`src/rtl/state_readout_pkg.sv`:
```
// state_readout_pkg: shared complex amplitude type, Q-format constants and
// the readout FSM state type used across the state readout slice.
package state_readout_pkg;

   // One amplitude: a = real part, b = imaginary part, each Q2.6 two's complement.
   typedef struct packed {
      logic signed [7:0] a;
      logic signed [7:0] b;
   } complexNum;

   // 1.0 in amplitude format (Q2.6) and in probability format (Q4.12).
   localparam logic [7:0]  ONE      = 8'h40;
   localparam logic [15:0] PROB_ONE = 16'h1000;

   typedef enum logic [1:0] {
      IDLE,
      CALC,
      SEND,
      FIN
   } state_t;

endpackage

```
`src/rtl/state_readout_if.sv`:
```
// state_readout_if: capture handshake for a full state vector plus the
// per-amplitude output stream and end-of-readout summary.
interface state_readout_if
   import state_readout_pkg::*;
#(
   parameter int N = 1
) ();

   logic                  in_valid;
   logic                  in_ready;
   complexNum [2**N-1:0]  in_state;
   logic                  out_valid;
   logic                  out_ready;
   logic [N-1:0]          out_index;
   complexNum             out_amp;
   logic [15:0]           out_prob;
   logic                  out_last;
   logic                  done;
   logic [15+N:0]         norm_sum;

   // Producer/consumer side of the readout.
   modport master (
      output in_valid,
      output in_state,
      output out_ready,
      input  in_ready,
      input  out_valid,
      input  out_index,
      input  out_amp,
      input  out_prob,
      input  out_last,
      input  done,
      input  norm_sum
   );

   // The readout block itself.
   modport slave (
      input  in_valid,
      input  in_state,
      input  out_ready,
      output in_ready,
      output out_valid,
      output out_index,
      output out_amp,
      output out_prob,
      output out_last,
      output done,
      output norm_sum
   );

endinterface

```
`src/rtl/state_readout_mag_sq.sv`:
```
// complex_mag_sq: combinational |z|^2 = a*a + b*b of a Q2.6 amplitude,
// returned as unsigned Q4.12. Each square is formed at full signed width so
// -128*-128 = 16384 is exact, and the largest possible sum (16'h8000) still
// fits in 16 unsigned bits.
module complex_mag_sq
   import state_readout_pkg::*;
(
   input  complexNum   z,
   output logic [15:0] mag_sq
);

   logic signed [15:0] re_sq;
   logic signed [15:0] im_sq;

   // Square both parts at 16-bit signed width, then add as unsigned values.
   always_comb begin
      re_sq  = 16'(z.a) * 16'(z.a);
      im_sq  = 16'(z.b) * 16'(z.b);
      mag_sq = $unsigned(re_sq) + $unsigned(im_sq);
   end

endmodule

```
`src/rtl/state_readout.sv`:
```
// state_readout: captures a parallel 2**N amplitude state vector, then streams
// it out one basis state per beat with its probability, and finally reports
// the accumulated probability sum (should be ~PROB_ONE for a normalized state).
module state_readout
   import state_readout_pkg::*;
#(
   parameter int N = 1
) (
   input logic            clk,
   input logic            reset,
   state_readout_if.slave bus
);

   localparam int            DEPTH    = 2**N;
   localparam logic [N-1:0]  LAST_IDX = '1;

   state_t                state;
   complexNum [DEPTH-1:0] vec;
   logic [N-1:0]          idx;
   logic [15+N:0]         sum;
   complexNum             amp_q;
   logic [15:0]           prob_q;
   logic                  valid_q;
   logic                  last_q;
   logic                  done_q;
   logic                  ready_q;
   logic [15:0]           prob_calc;

   complex_mag_sq u_mag_sq (
      .z      (vec[idx]),
      .mag_sq (prob_calc)
   );

   // Readout FSM: capture in IDLE, compute one beat in CALC, hold it in SEND
   // until accepted, and pulse done in FIN before returning to IDLE.
   always_ff @(posedge clk) begin
      if (reset) begin
         state   <= IDLE;
         vec     <= '0;
         idx     <= '0;
         sum     <= '0;
         amp_q   <= '0;
         prob_q  <= '0;
         valid_q <= 1'b0;
         last_q  <= 1'b0;
         done_q  <= 1'b0;
         ready_q <= 1'b1;
      end else begin
         case (state)
            IDLE: begin
               done_q <= 1'b0;
               if (bus.in_valid) begin
                  vec     <= bus.in_state;
                  idx     <= '0;
                  sum     <= '0;
                  ready_q <= 1'b0;
                  state   <= CALC;
               end
            end
            CALC: begin
               amp_q   <= vec[idx];
               prob_q  <= prob_calc;
               last_q  <= (idx == LAST_IDX);
               sum     <= sum + {{N{1'b0}}, prob_calc};
               valid_q <= 1'b1;
               state   <= SEND;
            end
            SEND: begin
               if (bus.out_ready) begin
                  valid_q <= 1'b0;
                  if (last_q) begin
                     done_q <= 1'b1;
                     state  <= FIN;
                  end else begin
                     idx   <= idx + 1'b1;
                     state <= CALC;
                  end
               end
            end
            FIN: begin
               done_q  <= 1'b0;
               ready_q <= 1'b1;
               state   <= IDLE;
            end
            default: begin
               state <= IDLE;
            end
         endcase
      end
   end

   assign bus.in_ready  = ready_q;
   assign bus.out_valid = valid_q;
   assign bus.out_index = idx;
   assign bus.out_amp   = amp_q;
   assign bus.out_prob  = prob_q;
   assign bus.out_last  = last_q;
   assign bus.done      = done_q;
   assign bus.norm_sum  = sum;

endmodule

```
`src/flat_wrapper.sv`:
```
// flat-port wrapper written by rule: the top's interface ports become plain ports
module state_readout_flat import state_readout_pkg::*;
#(
   parameter int N = 1
)
  (clk, reset, bus_in_valid, bus_in_state, bus_out_ready, bus_in_ready, bus_out_valid, bus_out_index, bus_out_amp, bus_out_prob, bus_out_last, bus_done, bus_norm_sum);
  state_readout_if #(.N(N)) bus_i ();
  input logic clk;
  input logic reset;
  input wire logic [$bits(bus_i.in_valid)-1:0] bus_in_valid;
  input wire logic [$bits(bus_i.in_state)-1:0] bus_in_state;
  input wire logic [$bits(bus_i.out_ready)-1:0] bus_out_ready;
  output wire logic [$bits(bus_i.in_ready)-1:0] bus_in_ready;
  output wire logic [$bits(bus_i.out_valid)-1:0] bus_out_valid;
  output wire logic [$bits(bus_i.out_index)-1:0] bus_out_index;
  output wire logic [$bits(bus_i.out_amp)-1:0] bus_out_amp;
  output wire logic [$bits(bus_i.out_prob)-1:0] bus_out_prob;
  output wire logic [$bits(bus_i.out_last)-1:0] bus_out_last;
  output wire logic [$bits(bus_i.done)-1:0] bus_done;
  output wire logic [$bits(bus_i.norm_sum)-1:0] bus_norm_sum;
  assign bus_i.in_valid = bus_in_valid;
  assign bus_i.in_state = bus_in_state;
  assign bus_i.out_ready = bus_out_ready;
  assign bus_in_ready = bus_i.in_ready;
  assign bus_out_valid = bus_i.out_valid;
  assign bus_out_index = bus_i.out_index;
  assign bus_out_amp = bus_i.out_amp;
  assign bus_out_prob = bus_i.out_prob;
  assign bus_out_last = bus_i.out_last;
  assign bus_done = bus_i.done;
  assign bus_norm_sum = bus_i.norm_sum;
  state_readout #(.N(N)) u_core (.clk(clk), .reset(reset), .bus(bus_i));
endmodule
```
`config.mk`:
```
export PLATFORM = sky130hd
export DESIGN_NAME = state_readout_flat
export DESIGN_NICKNAME = d
export VERILOG_FILES = /design/src/rtl/state_readout_pkg.sv /design/src/rtl/state_readout_if.sv /design/src/rtl/state_readout_mag_sq.sv /design/src/rtl/state_readout.sv /design/src/flat_wrapper.sv
export SDC_FILE = /design/constraint.sdc
export NUM_CORES = 1
export LEC_CHECK = 0
export BUFFER_PORTS_ARGS = -buffer_cell sky130_fd_sc_hd__buf_2
export CAP_MARGIN = 20
export CORE_ASPECT_RATIO = 1.5
export CORE_MARGIN = 1.5
export CORE_UTILIZATION = 61
export DETAILED_ROUTE_END_ITERATION = 10
export GPL_TIMING_DRIVEN = 0
export MAX_ROUTING_LAYER = met4
export PLACE_DENSITY_LB_ADDON = 0.12
export SYNTH_ARGS = -nofsm -noshare
export SYNTH_HDL_FRONTEND = slang
export SYNTH_HIERARCHICAL = 1
export SYNTH_SLANG_ARGS = --single-unit
```
`constraint.sdc`:
```
create_clock -name clk -period 8.85 [get_ports clk]
set_input_delay 0.885 -clock clk [delete_from_list [all_inputs] [get_ports clk]]
set_output_delay 0.885 -clock clk [all_outputs]
set_load 0.005 [all_outputs]
```
==> flow_metrics.env, run 1 <==
export IMPL_detail_route_antenna_nets=0
export IMPL_synth_top_cells_by_area="fa_1, dfxtp_1, ha_1, inv_1, nand2_1"
export IMPL_drive_gt1_share_pct=12.5
export IMPL_drtIter0Drc=293
export IMPL_cpMostUsedCell="fa_1"
export IMPL_combPwrFrac_pct=57.7
export IMPL_yosysUniqueCellTypes=61
export IMPL_finalSetupTns_ps=0
export IMPL_switching_share_pct=45.6
export IMPL_crit_end="u_core/bus.norm_sum[15]"
export IMPL_critPathArrivalTime_ps=8390
export IMPL_timing_rr_end="u_core/bus.norm_sum[15]"
export IMPL_clock_skew_final_ps=14.6
export IMPL_cts_sinks=88
export IMPL_drc=0
export IMPL_tightest_slew_ps=849
export IMPL_synth_top_family_by_area="adder cells"
export IMPL_start_util_pct=62.1
export IMPL_fp_dieW_um=100
export IMPL_pwr_density_cell_nw_per_um2=218
export IMPL_wl_per_cell_um=16.5
export IMPL_yosysTopAreaCell="fa_1"
export IMPL_min_period_over_period_pct=92.1
export IMPL_htreeDepth=3
export IMPL_cp_buffers_inverters=5
export IMPL_synth_avg_cell_area_sq_um=8.88
export IMPL_port_buffers=89
export IMPL_clockBufferDepth=2
export IMPL_dieArea_sq_um=15000
export IMPL_hold_viol=0
export IMPL_ys_seq_elements=88
export IMPL_worstPathRequired_ps=9090
export IMPL_synth_fa_ha_area_share_pct=37.3
export IMPL_syn_nets=1204
export IMPL_coreArea_sq_um=14000
export IMPL_internal_power_mw=1.15
export IMPL_crit_type="flop to flop"
export IMPL_postSynthCellCount=978
export IMPL_finalSetupViolCount=0
export IMPL_power_frac_seq_pct=24.1
export IMPL_hpwlAfterDp_um=16900
export IMPL_cts_resized=0
export IMPL_final_common_cell="inv_1"
export IMPL_max_freq_ghz=0.123
export IMPL_status="completed"
export IMPL_cp_slowest_cell="fa_1"
export IMPL_switching_power_uw=962
export IMPL_crit_path_start="u_core/bus.out_index"
export IMPL_synth_area_sq_um=8690
export IMPL_gr_total_overflow=0
export IMPL_finalWirelength_um=21000
export IMPL_grt_pass1_wl_um=33600
export IMPL_synth_top_area_share_pct=26.5
export IMPL_vias=6953
export IMPL_synthSimpleGateAreaFrac_pct=14.5
export IMPL_synth_area_mux_share_pct=4.15
export IMPL_die_y_um=149
export IMPL_gp_congestion=0.918
export IMPL_period_minus_slack_ps=8150
export IMPL_final_cell_mix="inv_1, nand2_1, fa_1"
export IMPL_critPathMaxFanout=10
export IMPL_clk_pin_slew_ps=70
export IMPL_worst_path_stages=25
export IMPL_rsz0062_at_grt="no"
export IMPL_nets=1304
export IMPL_fin_area_sq_um=9670
export IMPL_rrSetupSlack_ps=700
export IMPL_fp_row_count=53
export IMPL_max_cap_viol_count=0
export IMPL_ys_seq_area_share_pct=20.3
export IMPL_num_antenna_cells=0
export IMPL_place_area_sq_um=9370
export IMPL_crit_path_start_kind="flop"
export IMPL_dr_pass1_iters=5
export IMPL_end_kind="flop"
export IMPL_cts_made_buffers=9
export IMPL_synth_xor_xnor_area_share_pct=3.77
export IMPL_vdd_drop_max_mv=0.121
export IMPL_synth_edff_count=0
export IMPL_worst_skew_pair_late_latency_ps=350
export IMPL_grt_pass1_vias=7045
export IMPL_area_delta_synth_final_pct=11.3
export IMPL_maxSlewViolCount=0
export IMPL_avgViaCountPerCell=5.45
export IMPL_critPathMaxStageDelay_ps=580
export IMPL_async_flop_share_pct=0
export IMPL_relSlewSlack_pct=41.7
export IMPL_ys_warn_count=6
export IMPL_reg2reg_depth=25
export IMPL_ys_flop_type="dfxtp_1"
export IMPL_p_clk_share_pct=18.2
export IMPL_tritoncts="built"
export IMPL_hold_path_class="flop to flop"
export IMPL_cp_top_family="adder cells"
export IMPL_ctsHoldBuffers=0
export IMPL_ios=90
export IMPL_postCtsSetupBuffers=0
export IMPL_p_leak_nw=4.79
export IMPL_antenna_found_initial=0
export IMPL_cts_root_buf="clkbuf_16"
export IMPL_grt_max_degree=19
export IMPL_synth_compound_area_share_pct=11.3
export IMPL_timing_rr_start="u_core/bus.out_index"
export IMPL_grt_util_all_layers_pct=30.4
[metrics by stage]
step | util [%] | cells | hold slack, ps | setup slack, ps | power, mW
after CTS | 69.1 | 1275 | 454 | 672 | 2.11
after detailed placement | 67.0 | 1259 | 443 | 703 | 1.73
final | 69.1 | 1275 | 455 | 702 | 2.11
after global routing | 69.1 | 1275 | 472 | 243 | 2.28
after global placement | 67.0 | 1259 | 439 | 805 | 1.70
after floorplan | - | 978 | 433 | 1620 | 1.40
[flip-flops by register name, indices dropped and copies added, names as in the netlist]
signal and count:
u_core/bus.out_valid 1, u_core/bus.out_amp 16, u_core/bus.norm_sum 17, u_core/bus.out_prob 16
u_core/bus.out_index 1, u_core/state 2, u_core/bus.out_last 1, u_core/bus.done 1
u_core/bus.in_ready 1, u_core/vec 32
[cells in the mapped netlist (3+ instances only)]
cell and count:
a211oi_1 6, a21o_1 13, a21oi_1 58, a22oi_1 5, a32o_1 6, a32oi_1 3
and2_1 25, buf_1 3, buf_2 3, clkbuf_1 23, dfxtp_1 88, fa_1 115
ha_1 75, inv_1 168, mux2_2 16, mux2i_1 18, nand2_1 115, nand2b_1 3
nand3_1 4, nand3b_1 4, nand4_1 5, nor2_1 81, nor2b_1 4, nor3_1 21
o211a_1 3, o211ai_1 3, o21a_1 5, o21ai_0 26, or3_1 10, xnor2_1 24
xor2_1 9
[power by group through the flow]
stage               Combinational [mW]  Sequential (mW)  Clock [mW]
floorplan                        0.893            0.511           0
global placement                  1.19            0.515           0
detailed placement                1.21            0.516           0
CTS                               1.22            0.507       0.388
global route                      1.36            0.515       0.404
finish                            1.22            0.508       0.384
[cell type report]
class	instances	area, sq um
inverter	169	634
fill	1203	4320
tap	192	240
sequential	88	1760
timing repair buffer	89	445
multi-input combinational	691	6170
buffer	30	124
clock inverter	7	75.1
clock buffer	9	225
[routing by layer]
layer | part of all wire, % | track usage, % | up-vias | wire length [um]
li1 | - | - | 3338 | -
met1 | 37 | 30.8 | 3380 | 7780
met2 | 55 | 57.2 | 179 | 11600
met3 | 3.1 | 3.42 | 56 | 642
met4 | 4.6 | 14.4 | 0 | 966
met5 | 0 | - | - | 0
[worst min-delay path by stage]
stage                                 to  slack (ps)  depth (start not counted)            from
after floorplan           u_core/vec[16]         430                          2  u_core/vec[16]
after global placement    u_core/vec[25]         440                          2  u_core/vec[25]
after detailed placement  u_core/vec[31]         440                          2  u_core/vec[31]
after CTS                 u_core/vec[31]         450                          2  u_core/vec[31]
after global routing      u_core/vec[13]         470                          2  u_core/vec[13]
final                     u_core/vec[10]         450                          2  u_core/vec[10]
[worst register-to-register path, cell delays in order, from the launching register on]
cell and delay (ps):
dfxtp_1 370, clkbuf_1 450, mux2_2 330, clkbuf_1 310
nand2_1 210, inv_1 320, fa_1 500, fa_1 490
fa_1 580, fa_1 440, fa_1 540, inv_1 50
fa_1 530, inv_1 40, ha_1 350, o21a_1 140
o21ai_0 100, a21oi_1 210, nand2_1 70, o311ai_0 550
ha_1 420, a21oi_1 160, o21ai_0 100, a21o_1 170
or3_1 340, a32o_1 250
[logic make-up (layout without fill, tap and decap cells)]
family / after synthesis / count (layout)
compound gates: 151 / 151
xor+xnor: 35 / 35
fa+ha+maj: 190 / 190
buf+inv: 199 / 304
flops: 88 / 88
mux: 34 / 34
simple gates: 281 / 281
Note: power is estimated with default switching activity, not from simulation.
==> inputs of run 2 (changes only) <==
Settings changed: CELL_PAD_IN_SITES_DETAIL_PLACEMENT set to 1, CELL_PAD_IN_SITES_GLOBAL_PLACEMENT set to 1, CORE_UTILIZATION 61 to 47, SYNTH_HIERARCHICAL 1 to not set.
==> flow_metrics.env, run 2 <==
export IMPL_ys_seq_area_share_pct=20.4
export IMPL_dieArea_sq_um=19200
export IMPL_ys_seq_elements=88
export IMPL_yosysTopAreaCell="fa_1"
export IMPL_pwr_density_cell_nw_per_um2=225
export IMPL_grt_max_degree=17
export IMPL_critPathArrivalTime_ps=8680
export IMPL_rsz0062_at_grt="no"
export IMPL_end_kind="flop"
export IMPL_relSlewSlack_pct=27.9
export IMPL_p_leak_nw=4.76
export IMPL_timing_rr_start="u_core.bus.out_index"
export IMPL_synth_edff_count=0
export IMPL_largest_reg_flops=32
export IMPL_drc=0
export IMPL_ys_warn_count=0
export IMPL_clk_pin_slew_ps=70
export IMPL_finalWirelength_um=24300
export IMPL_yosysUniqueCellTypes=63
export IMPL_rrSetupSlack_ps=450
export IMPL_antenna_found_initial=0
export IMPL_min_period_over_period_pct=94.9
export IMPL_vdd_drop_max_mv=0.180
export IMPL_wl_per_cell_um=18.8
export IMPL_maxSlewViolCount=0
export IMPL_ios=90
export IMPL_largest_register="u_core.vec"
export IMPL_postLayoutCoreUtil_pct=53.9
export IMPL_cts_made_buffers=9
export IMPL_critPathMaxStageDelay_ps=650
export IMPL_worstPathRequired_ps=9130
export IMPL_hold_viol=0
export IMPL_grt_pass1_wl_um=39400
export IMPL_drive_gt1_share_pct=12.7
export IMPL_grt_pass1_vias=7625
export IMPL_area_delta_synth_final_pct=12.2
export IMPL_status="completed"
export IMPL_vias=6942
export IMPL_critPathMaxFanout=10
export IMPL_grt_busiest_layer="met2"
export IMPL_use_met3_pct=2.58
export IMPL_crit_path_start="u_core.bus.out_index"
export IMPL_period_minus_slack_ps=8400
export IMPL_synthTopCellsByCount="inv_1, fa_1, nor2_1"
export IMPL_synth_area_sq_um=8620
export IMPL_finalSetupViolCount=0
export IMPL_port_buffers=89
export IMPL_hpwlAfterDp_um=20500
export IMPL_tritoncts="built"
export IMPL_reg2reg_depth=28
export IMPL_grt_use_met1_pct=30.1
export IMPL_start_util_pct=48.1
export IMPL_coreArea_sq_um=17900
export IMPL_fp_dieW_um=114
export IMPL_die_y_um=169
export IMPL_clockBufferDepth=2
export IMPL_max_freq_ghz=0.119
export IMPL_yosysMostFrequentCell="inv_1"
export IMPL_cts_resized=0
export IMPL_postSynthCellCount=968
export IMPL_cts_root_buf="clkbuf_16"
export IMPL_ys_flop_type="dfxtp_1"
export IMPL_fp_row_count=60
export IMPL_gr_total_overflow=0
export IMPL_async_flop_share_pct=0
export IMPL_drtIter0Drc=187
export IMPL_synth_top_cells_by_area="fa_1, dfxtp_1, ha_1, inv_1, nor2_1"
export IMPL_synth_top_area_share_pct=26.5
export IMPL_finalSetupTns_ps=0
export IMPL_cp_slowest_cell="mux2i_2"
export IMPL_detail_route_antenna_nets=0
export IMPL_dr_pass1_iters=4
export IMPL_max_cap_viol_count=0
export IMPL_htreeDepth=3
export IMPL_final_common_cell="inv_1"
export IMPL_worst_skew_pair_late_latency_ps=350
export IMPL_grt_util_all_layers_pct=27.6
export IMPL_cts_sinks=88
export IMPL_final_cell_mix="inv_1, fa_1, nor2_1"
export IMPL_avgViaCountPerCell=5.38
export IMPL_postCtsSetupBuffers=0
export IMPL_num_antenna_cells=0
export IMPL_crit_path_start_kind="flop"
export IMPL_gp_congestion=0.876
export IMPL_grt_met2_usage_pct=50.5
export IMPL_ctsHoldBuffers=0
export IMPL_timing_rr_end="u_core.bus.norm_sum[16]"
export IMPL_clock_skew_final_ps=10.4
export IMPL_crit_end="u_core.bus.norm_sum[16]"
export IMPL_tightest_slew_ps=1050
export IMPL_synth_avg_cell_area_sq_um=8.91
export IMPL_nets=1286
export IMPL_crit_type="flop to flop"
export IMPL_syn_nets=1186
export IMPL_hold_path_class="flop to flop"
-- run 2: stage by stage --
stage / hold WS, ps / area [sq um] / setup WS (ps) / power [mW] / instances
after floorplan: 432 / 8620 / 1730 / 1.36 / 968
after global placement: 439 / 9340 / 591 / 1.70 / 1274
after detailed placement: 448 / 9340 / 561 / 1.73 / 1274
after CTS: 458 / 9680 / 486 / 2.19 / 1290
after global routing: 490 / 9680 / 56.7 / 2.34 / 1290
final: 458 / 9680 / 452 / 2.17 / 1290
-- run 2: worst min-delay path by stage --
stage / start / endpoint / slack (ps) / depth (start not counted)
3_3_place_gp: u_core.vec[31] / u_core.vec[31] / 440 / 2
4_1_cts: u_core.vec[12] / u_core.vec[12] / 460 / 2
6_report: u_core.vec[12] / u_core.vec[12] / 460 / 2
5_1_grt: u_core.vec[11] / u_core.vec[11] / 490 / 2
3_5_place_dp: u_core.vec[12] / u_core.vec[12] / 450 / 2
2_1_floorplan: u_core.vec[5] / u_core.vec[5] / 430 / 2
-- run 2: routing by layer --
layer / part of all wire (%) / vias to the layer above
met2: 55 / 112
met1: 39 / 3478
met4: 4.2 / 0
li1: - / 3298
met5: 0 / -
met3: 1.9 / 54
-- run 2: power by group --
part | switching (mW) | internal, mW | total, mW
clock network | 0.178 | 0.260 | 0.437
logic | 0.740 | 0.481 | 1.22
registers | 0.0491 | 0.465 | 0.514
-- run 2: cell families (layout without fill, tap and decap cells) --
group	after synthesis	count (layout)	share of synthesized area [%]
buffers and inverters	202	307	9.06
AND/OR/NAND/NOR	267	267	13.4
multiplexers	27	27	3.51
XOR/XNOR	37	37	3.92
adder cells (fa/ha/maj)	182	182	36.3
AO/OA/AOI/OAI	165	165	13.4
flip-flops	88	88	20.4
-- run 2: layout make-up --
class	instances	area (sq um)
Buffer	32	143
Clock buffer	10	239
Clock inverter	6	97.6
Fill cell	2194	8270
Inverter	170	638
Multi-Input combinational cell	678	6080
Sequential cell	88	1760
Tap cell	217	272
Timing Repair Buffer	89	445
-- run 2: worst max-delay path: cells and delay by family, from the launching register on --
family | cells | cell delay [ps]
flip-flops | 1 | 340
buffers and inverters | 9 | 1340
AO/OA/AOI/OAI | 3 | 620
multiplexers | 2 | 860
AND/OR/NAND/NOR | 6 | 1420
adder cells (fa/ha/maj) | 8 | 3730
==> inputs of run 3 (changes only) <==
Settings changed: ABC_AREA set to 1, CORE_UTILIZATION 47 to 45, HOLD_SLACK_MARGIN set to 0.08, REMOVE_ABC_BUFFERS set to 1.
==> flow_metrics.env, run 3 <==
export IMPL_crit_path_start_kind="flop"
export IMPL_dieArea_sq_um=20200
export IMPL_nets=1419
export IMPL_final_cell_mix="inv_1, nand2_1, nor2_1"
export IMPL_ys_warn_count=0
export IMPL_gr_total_overflow=0
export IMPL_worstPathRequired_ps=9150
export IMPL_drtIter0Drc=278
export IMPL_drive_gt1_share_pct=10.8
export IMPL_start_util_pct=45.6
export IMPL_grt_util_all_layers_pct=25.7
export IMPL_rrSetupSlack_ps=860
export IMPL_nFillCells=2475
export IMPL_max_freq_ghz=0.125
export IMPL_drc=0
export IMPL_clock_skew_final_ps=12.9
export IMPL_reg2reg_depth=31
export IMPL_final_common_cell="inv_1"
export IMPL_crit_type="flop to flop"
export IMPL_die_y_um=173
export IMPL_place_area_sq_um=9370
export IMPL_grt_pass1_wl_um=38800
export IMPL_largest_reg_flops=32
export IMPL_ctsHoldBuffers=0
export IMPL_synth_top_cells_by_area="fa_1, dfxtp_1, ha_1, inv_1, nand2_1"
export IMPL_ys_seq_elements=88
export IMPL_period_minus_slack_ps=7990
export IMPL_hold_viol=0
export IMPL_grt_max_degree=65
export IMPL_area_delta_synth_final_pct=11.1
export IMPL_cp_slowest_cell="dfxtp_2"
export IMPL_hpwlAfterDp_um=19600
export IMPL_detail_route_antenna_nets=0
export IMPL_status="completed"
export IMPL_yosysUniqueCellTypes=44
export IMPL_fp_dieW_um=117
export IMPL_synth_area_sq_um=8710
export IMPL_maxSlewViolCount=0
export IMPL_ys_seq_area_share_pct=20.2
export IMPL_min_period_over_period_pct=90.2
export IMPL_tightest_slew_ps=981
export IMPL_holdPathEnd="u_core.bus.done"
export IMPL_hold_depth=2
export IMPL_async_flop_share_pct=0
export IMPL_cts_made_buffers=9
export IMPL_cts_sinks=88
export IMPL_synth_avg_cell_area_sq_um=7.72
export IMPL_synth_top_area_share_pct=26.2
export IMPL_yosysMostFrequentCell="inv_1"
export IMPL_cpMostUsedCell="inv_1"
export IMPL_critPathArrivalTime_ps=8280
export IMPL_antenna_found_initial=0
export IMPL_critPathMaxStageDelay_ps=670
export IMPL_timing_rr_start="u_core.bus.out_index"
export IMPL_coreArea_sq_um=19100
export IMPL_port_buffers=89
export IMPL_synth_edff_count=0
export IMPL_rsz0062_at_grt="no"
export IMPL_dr_pass1_iters=4
export IMPL_ys_flop_type="dfxtp_1"
export IMPL_synthTopCellsByCount="inv_1, nand2_1, nor2_1"
export IMPL_fin_area_sq_um=9680
export IMPL_cts_root_buf="clkbuf_16"
export IMPL_worst_skew_pair_late_latency_ps=360
export IMPL_fp_row_count=62
export IMPL_max_cap_viol_count=0
export IMPL_relSlewSlack_pct=34.5
export IMPL_critPathMaxFanout=19
export IMPL_finalSetupViolCount=0
export IMPL_htreeDepth=3
export IMPL_ios=90
export IMPL_min_from="u_core.bus.done"
export IMPL_avgViaCountPerCell=5.06
export IMPL_hold_path_class="flop to flop"
export IMPL_num_antenna_cells=0
export IMPL_end_kind="flop"
export IMPL_yosysTopAreaCell="fa_1"
export IMPL_clockBufferDepth=2
export IMPL_postSynthCellCount=1128
export IMPL_gp_congestion=0.872
export IMPL_finalSetupTns_ps=0
export IMPL_tritoncts="built"
export IMPL_largest_register="u_core.vec"
export IMPL_grt_pass1_vias=8162
export IMPL_finalWirelength_um=23500
export IMPL_vias=7400
export IMPL_wl_per_cell_um=16.1
export IMPL_clk_pin_slew_ps=70
export IMPL_timing_rr_end="u_core.bus.norm_sum[16]"
-- run 3: cell count changes in the layout (fill, tap and decap cells not counted), moves of 21 or more --
cell,change
clkbuf_1,-22
inv_1,+59
a211oi_1,-21
nor2_1,+52
nand3_1,+24
nand2_1,+82
o21ai_0,+54
-- run 3: layout make-up --
cell class	count	area, sq um	share of cell area, %
clock buffers	11	243	2.51
clock inverters	5	38.8	0.401
inverters	233	888	9.18
multi-input cells	778	5930	61.3
flip-flops and latches	88	1760	18.2
well taps	256	320	3.31
repair buffers	91	493	5.09
-- run 3: critical path: cells and delay by family, from the launching register on --
| kind | cells | cell delay (ps) |
|---|---|---|
| adder cells (fa/ha/maj) | 8 | 3630 |
| AND/OR/NAND/NOR | 11 | 2060 |
| AO/OA/AOI/OAI | 5 | 860 |
| buffers and inverters | 7 | 690 |
| flip-flops | 1 | 670 |
-- run 3: kinds of logic after synthesis --
| kind of cell | after synthesis | synth area share, % |
|---|---|---|
| compound gates | 181 | 11.9 |
| xor+xnor | 21 | 2.11 |
| fa+ha+maj | 182 | 36.0 |
| buf+inv | 262 | 11.7 |
| flops | 88 | 20.2 |
| simple gates | 394 | 18.1 |
-- run 3: how the worst max path moves through the flow --
stage | start | end | cells past startpoint
2_1_floorplan | u_core.bus.out_index | u_core.bus.norm_sum[16] | 29
4_1_cts | u_core.bus.out_index | u_core.bus.norm_sum[16] | 29
6_report | u_core.bus.out_index | u_core.bus.norm_sum[16] | 31
3_5_place_dp | u_core.bus.out_index | u_core.bus.norm_sum[16] | 29
3_3_place_gp | u_core.bus.out_index | u_core.bus.norm_sum[16] | 29
5_1_grt | u_core.bus.out_index | u_core.bus.norm_sum[16] | 31
-- run 3: through the flow --
step | cells | worst slack, ps | hold slack [ps] | util [%]
global route | 1462 | 248 | 505 | 50.7
detailed placement | 1445 | 441 | 442 | 49.1
finish | 1462 | 864 | 460 | 50.7
floorplan | 1099 | 1750 | 442 | -
global placement | 1444 | 489 | 432 | 49.0
CTS | 1461 | 411 | 452 | 50.6
-- run 3: repair_timing --
action	in CTS	in global routing
setup endpoints to repair	0	3
setup buffers	0	0
gates resized for setup	0	2
-- run 3: per-layer routing --
layer | wire length [um] | global-route usage (%)
met1 | 8430 | 24.2
met2 | 13600 | 50.3
met3 | 503 | 3.15
met4 | 946 | 11.3
met5 | 0 | -
Power of run 3 is left out: the tool's default activity adds up to more than one toggle a clock period on the data nets, which glitch-free logic cannot reach.
